File: config.mk
export PLATFORM = sky130hd
export DESIGN_NAME = mux_n_pipe
export DESIGN_NICKNAME = d
export VERILOG_FILES = /design/src/rtl/cpu_pkg.sv /design/src/rtl/mux_n_comb.sv /design/src/rtl/mux_n_pipe.sv
export SDC_FILE = /design/constraint.sdc
export NUM_CORES = 1
export LEC_CHECK = 0
export BUFFER_PORTS_ARGS = -buffer_cell sky130_fd_sc_hd__buf_2
export CORE_UTILIZATION = 39
export CTS_CLUSTER_SIZE = 16
export DETAILED_ROUTE_END_ITERATION = 8
export PLACE_DENSITY = 0.8
export SETUP_SLACK_MARGIN = 0.3
export SLEW_MARGIN = 20
export SYNTH_ARGS = -nofsm -noshare
export SYNTH_HDL_FRONTEND = slang
export SYNTH_SLANG_ARGS = --single-unit
File: constraint.sdc
create_clock -name clk -period 1.7 [get_ports clk]
set_input_delay 0.085 -clock clk [delete_from_list [all_inputs] [get_ports clk]]
set_output_delay 0.085 -clock clk [all_outputs]
set_load 0.005 [all_outputs]
File: src/rtl/cpu_pkg.sv
// Shared CPU datapath constants and helpers.
// Combinational only; no latency.
// No flow control.
package cpu_pkg;
  localparam int WORD_W = 32;

  // A select port is never narrower than one bit, even for degenerate N.
  function automatic int clog2_min1(input int n);
    return (n < 2) ? 1 : $clog2(n);
  endfunction
endpackage

File: src/rtl/mux_n_comb.sv
// Pure combinational N:1 word select; an out-of-range sel forwards input 0.
// Latency: 0 cycles.
// Backpressure: none.
module mux_n_comb import cpu_pkg::*; #(
  parameter int DATA_W = WORD_W,
  parameter int N_IN   = 4,
  localparam int SEL_W = clog2_min1(N_IN)
) (
  input  logic [SEL_W-1:0]       sel,
  input  logic [N_IN*DATA_W-1:0] in_data,
  output logic [DATA_W-1:0]      out_data
);

  always_comb begin
    out_data = in_data[DATA_W-1:0];
    for (int k = 1; k < N_IN; k++) begin
      if (sel == SEL_W'(k)) out_data = in_data[k*DATA_W +: DATA_W];
    end
  end

endmodule

File: src/rtl/mux_n_pipe.sv
// N:1 operand select with a registered valid/ready output stage; MUXN_SKID_EN adds a skid entry.
// Latency: 1 cycle from accept to out_valid.
// Backpressure: in_ready = !skid_vld (flop) with MUXN_SKID_EN, else !out_valid | out_ready.
module mux_n_pipe import cpu_pkg::*; #(
  parameter int DATA_W = WORD_W,
  parameter int N_IN   = 4,
  localparam int SEL_W = clog2_min1(N_IN)
) (
  input  logic                   clk,
  input  logic                   rst_n,
  input  logic                   in_valid,
  output logic                   in_ready,
  input  logic [SEL_W-1:0]       sel,
  input  logic [N_IN*DATA_W-1:0] in_data,
  output logic                   out_valid,
  input  logic                   out_ready,
  output logic [DATA_W-1:0]      out_data,
  output logic [SEL_W-1:0]       out_sel,
  output logic                   sel_err
);

  logic [DATA_W-1:0] mux_dat;
  logic              sel_oor;
  logic              accept;

  mux_n_comb #(.DATA_W(DATA_W), .N_IN(N_IN)) u_mux (
    .sel      (sel),
    .in_data  (in_data),
    .out_data (mux_dat)
  );

  // Only reachable when N_IN is not a power of two.
  assign sel_oor = ({1'b0, sel} >= (SEL_W+1)'(N_IN));
  assign accept  = in_valid & in_ready;

  always_ff @(posedge clk or negedge rst_n) begin
    if (!rst_n) sel_err <= 1'b0;
    else if (accept && sel_oor) sel_err <= 1'b1;
  end

`ifdef MUXN_SKID_EN
  logic              skid_vld;
  logic [DATA_W-1:0] skid_dat;
  logic [SEL_W-1:0]  skid_sel;

  assign in_ready = !skid_vld;

  always_ff @(posedge clk or negedge rst_n) begin
    if (!rst_n) begin
      out_valid <= 1'b0;
      out_data  <= '0;
      out_sel   <= '0;
      skid_vld  <= 1'b0;
      skid_dat  <= '0;
      skid_sel  <= '0;
    end else if (out_valid && out_ready) begin
      // Skid full implies in_ready was low, so no accept competes with the refill.
      if (skid_vld) begin
        out_data <= skid_dat;
        out_sel  <= skid_sel;
        skid_vld <= 1'b0;
      end else if (accept) begin
        out_data <= mux_dat;
        out_sel  <= sel;
      end else begin
        out_valid <= 1'b0;
      end
    end else if (!out_valid) begin
      if (accept) begin
        out_valid <= 1'b1;
        out_data  <= mux_dat;
        out_sel   <= sel;
      end
    end else if (accept) begin
      skid_vld <= 1'b1;
      skid_dat <= mux_dat;
      skid_sel <= sel;
    end
  end
`else
  assign in_ready = !out_valid | out_ready;

  always_ff @(posedge clk or negedge rst_n) begin
    if (!rst_n) begin
      out_valid <= 1'b0;
      out_data  <= '0;
      out_sel   <= '0;
    end else if (accept) begin
      out_valid <= 1'b1;
      out_data  <= mux_dat;
      out_sel   <= sel;
    end else if (out_ready) begin
      out_valid <= 1'b0;
    end
  end
`endif

endmodule

==> metrics.cfg <==
[outcome]
outcome=complete, no violations

[floorplanning]
core_um2=5170
ioPinCount=171
die_h_um=75.6
initial_core_util=0.408
fp-row-count=26
die_area_um2=5710
die_w_um=75.6

[placement]
placed_area_um2=2990
place.gp.congestion=0.714
dp.cells=348
hpwlAfterDp_mm=4.36
io_buffers=169

[synthesis]
synth_top_area_cell=dfrtp_1
yosysWarnings=0
syn-num-nets=251
ys_ff_latch=35
synth_top_area_share=0.415
synth-seq-area-share=0.415
synth_area_um2=2110
synth.area.top_cells=dfrtp_1 41%, mux4_2 34%, mux2_2 18%
synthCells=117
synth_cell_types=11
avgSynthCellArea_um2=18.1

[timing]
finalSetupViolCount=0
skew_ps=9.47
min_period_ps=1320
finalCritPeriodShare=0.779
drv_slew=0
fin_tns_setup_ps=0
slew_headroom=0.471
rsz0062_at_grt=no
fmax_ghz=0.755
tightestPinTransition_ps=794
finalHoldViolations=0

[global_route]
grt_pass1_vias=1716
grt_usage=0.192
grt_overflow=0
grt_first_pass_wirelength_mm=7.80
antenna_found_initial=0
grt_max_degree=36

[pwr]
power_density_nw_per_um2=772
pwr-share-seq=0.445
fin_total_pwr_mw=2.39
p_int_mw=1.75
swShare=0.267
leakage_nw=1.51
peakVddDrop_uv=371
pwr-share-clk=0.243
combinationalPowerShare=0.311
switchingPower_uw=640

[clock_network]
cts_sinks=35
cts_made_buffers=5
clk_pin_slew_ps=80
clock_path_buffers=2
root_buffer=clkbuf_8
cts_setup_buffers=0
htree_levels=2
cts_tree=built
clkLatencyLatePin_ps=280

[route]
drt-vias-per-instance=4.99
wl_per_cell_um=15.2
wl_mm=5.45
via_count=1785
first_pass_iters=4
dr.first_iter.drc_count=43
detail_route.drc_violations=0
postRouteAntennaNets=0

[setup_path]
endpoint_kind=flip-flop
startpoint_type=input port
path_class=input port to flip-flop
cp_data_required_time_ps=1860
critical_path_peak_fanout=16
arrival_ps=1490

[finish]
area_delta_synth_final_pct=46.6
nNetsFinal=421
final_layout_size_suffix_gt1_frac=0.854
layout.cells.non_filler=358
final_cell_area_um2=3100
n_antenna_cell=0
nFillCells=442
final_core_util=0.599

[worst_hold_path]
min_path_type=input port to flip-flop

[flow_run]
cap_violations=0

registers in the layout, indices dropped and copies added, names as in the netlist:
name       flops
out_valid      1
out_sel        2
out_data      32
routing by layer:
metal / wire (µm) / part of all wire / track usage
met3: 389 / 0.071 / 0.0595
met4: 34 / 0.0062 / 0.0494
met1: 1840 / 0.34 / 0.190
met5: 0 / 0 / 0
met2: 3190 / 0.59 / 0.383
cell families (layout without fill, tap and decap cells):
kind of cell,after synthesis,count (layout),share of synthesized area
flip-flops,35,35,0.415
AND/OR/NAND/NOR,3,3,0.00770
multiplexers,66,66,0.523
other,1,1,0.00178
buffers and inverters,12,183,0.0533
final cells by class:
type / count / area, µm² / area share
Clock inverter: 2 / 12.5 / 0.00404
Tap cell: 70 / 87.6 / 0.0283
Timing Repair Buffer: 175 / 925 / 0.299
Clock buffer: 6 / 72.6 / 0.0234
Sequential cell: 35 / 876 / 0.283
Multi-Input combinational cell: 70 / 1120 / 0.363
through the flow:
step / hold slack (ps) / setup slack (ps)
detailed placement: 214 / 279
floorplan: -211 / 382
global placement: 202 / 310
CTS: 95.2 / 368
global route: 110 / 307
finish: 104 / 375
what timing repair did:
item | CTS | global route
resized for setup | 0 | 1
setup endpoints to repair | 0 | 1
endpoints found under the hold margin | 36 | 0
hold buffers | 2 | 0
path summary, 6_finish.rpt:
kind / start / endpoint / slack [ps] / depth (start not counted)
setup / recovery: in_valid / out_data[16] / 380 / 5
hold / removal: out_ready / out_valid / 100 / 3
setup reg to reg: out_valid / out_data[16] / 390 / 4
hold reg to reg: out_data[3] / out_data[3] / 500 / 1
max in group asynchronous: rst_n / out_data[8] / 780 / 2
min in group asynchronous: rst_n / out_data[22] / 410 / 2
layout by cell type, fill, tap and decap left out:
master	synthesis	routed
clkinvlp_4	0	1
clkbuf_8	0	5
buf_6	1	1
mux2_2	34	34
nand2b_1	2	2
conb_1	1	1
buf_12	3	2
clkinv_2	0	1
dlygate4sd3_1	0	2
buf_4	1	1
buf_2	6	169
dfrtp_1	35	35
mux4_2	32	32
clkbuf_1	1	1
nand2_1	1	1
synthesized netlist by cell type (all sizes together):
| master | n |
|---|---|
| clkbuf | 1 |
| mux4 | 32 |
| nand2 | 1 |
| dfrtp | 35 |
| nand2b | 2 |
| buf | 11 |
| mux2 | 34 |
| conb | 1 |
worst max-delay path, stage by stage:
cell and delay (ps):
dlygate4sd3_1 550, buf_2 130, nand2_1 100, buf_4 250, mux2_2 360
power groups by stage:
| stage | combinational (mW) | clock (mW) | sequential [mW] |
|---|---|---|---|
| 2_1_floorplan | 0.357 | 0 | 1.09 |
| 3_3_place_gp | 0.726 | 0 | 1.07 |
| 3_5_place_dp | 0.754 | 0 | 1.08 |
| 4_1_cts | 0.758 | 0.604 | 1.07 |
| 5_1_grt | 0.813 | 0.649 | 1.09 |
| 6_report | 0.744 | 0.582 | 1.07 |
No activity file was read; power rests on OpenSTA's default activity.
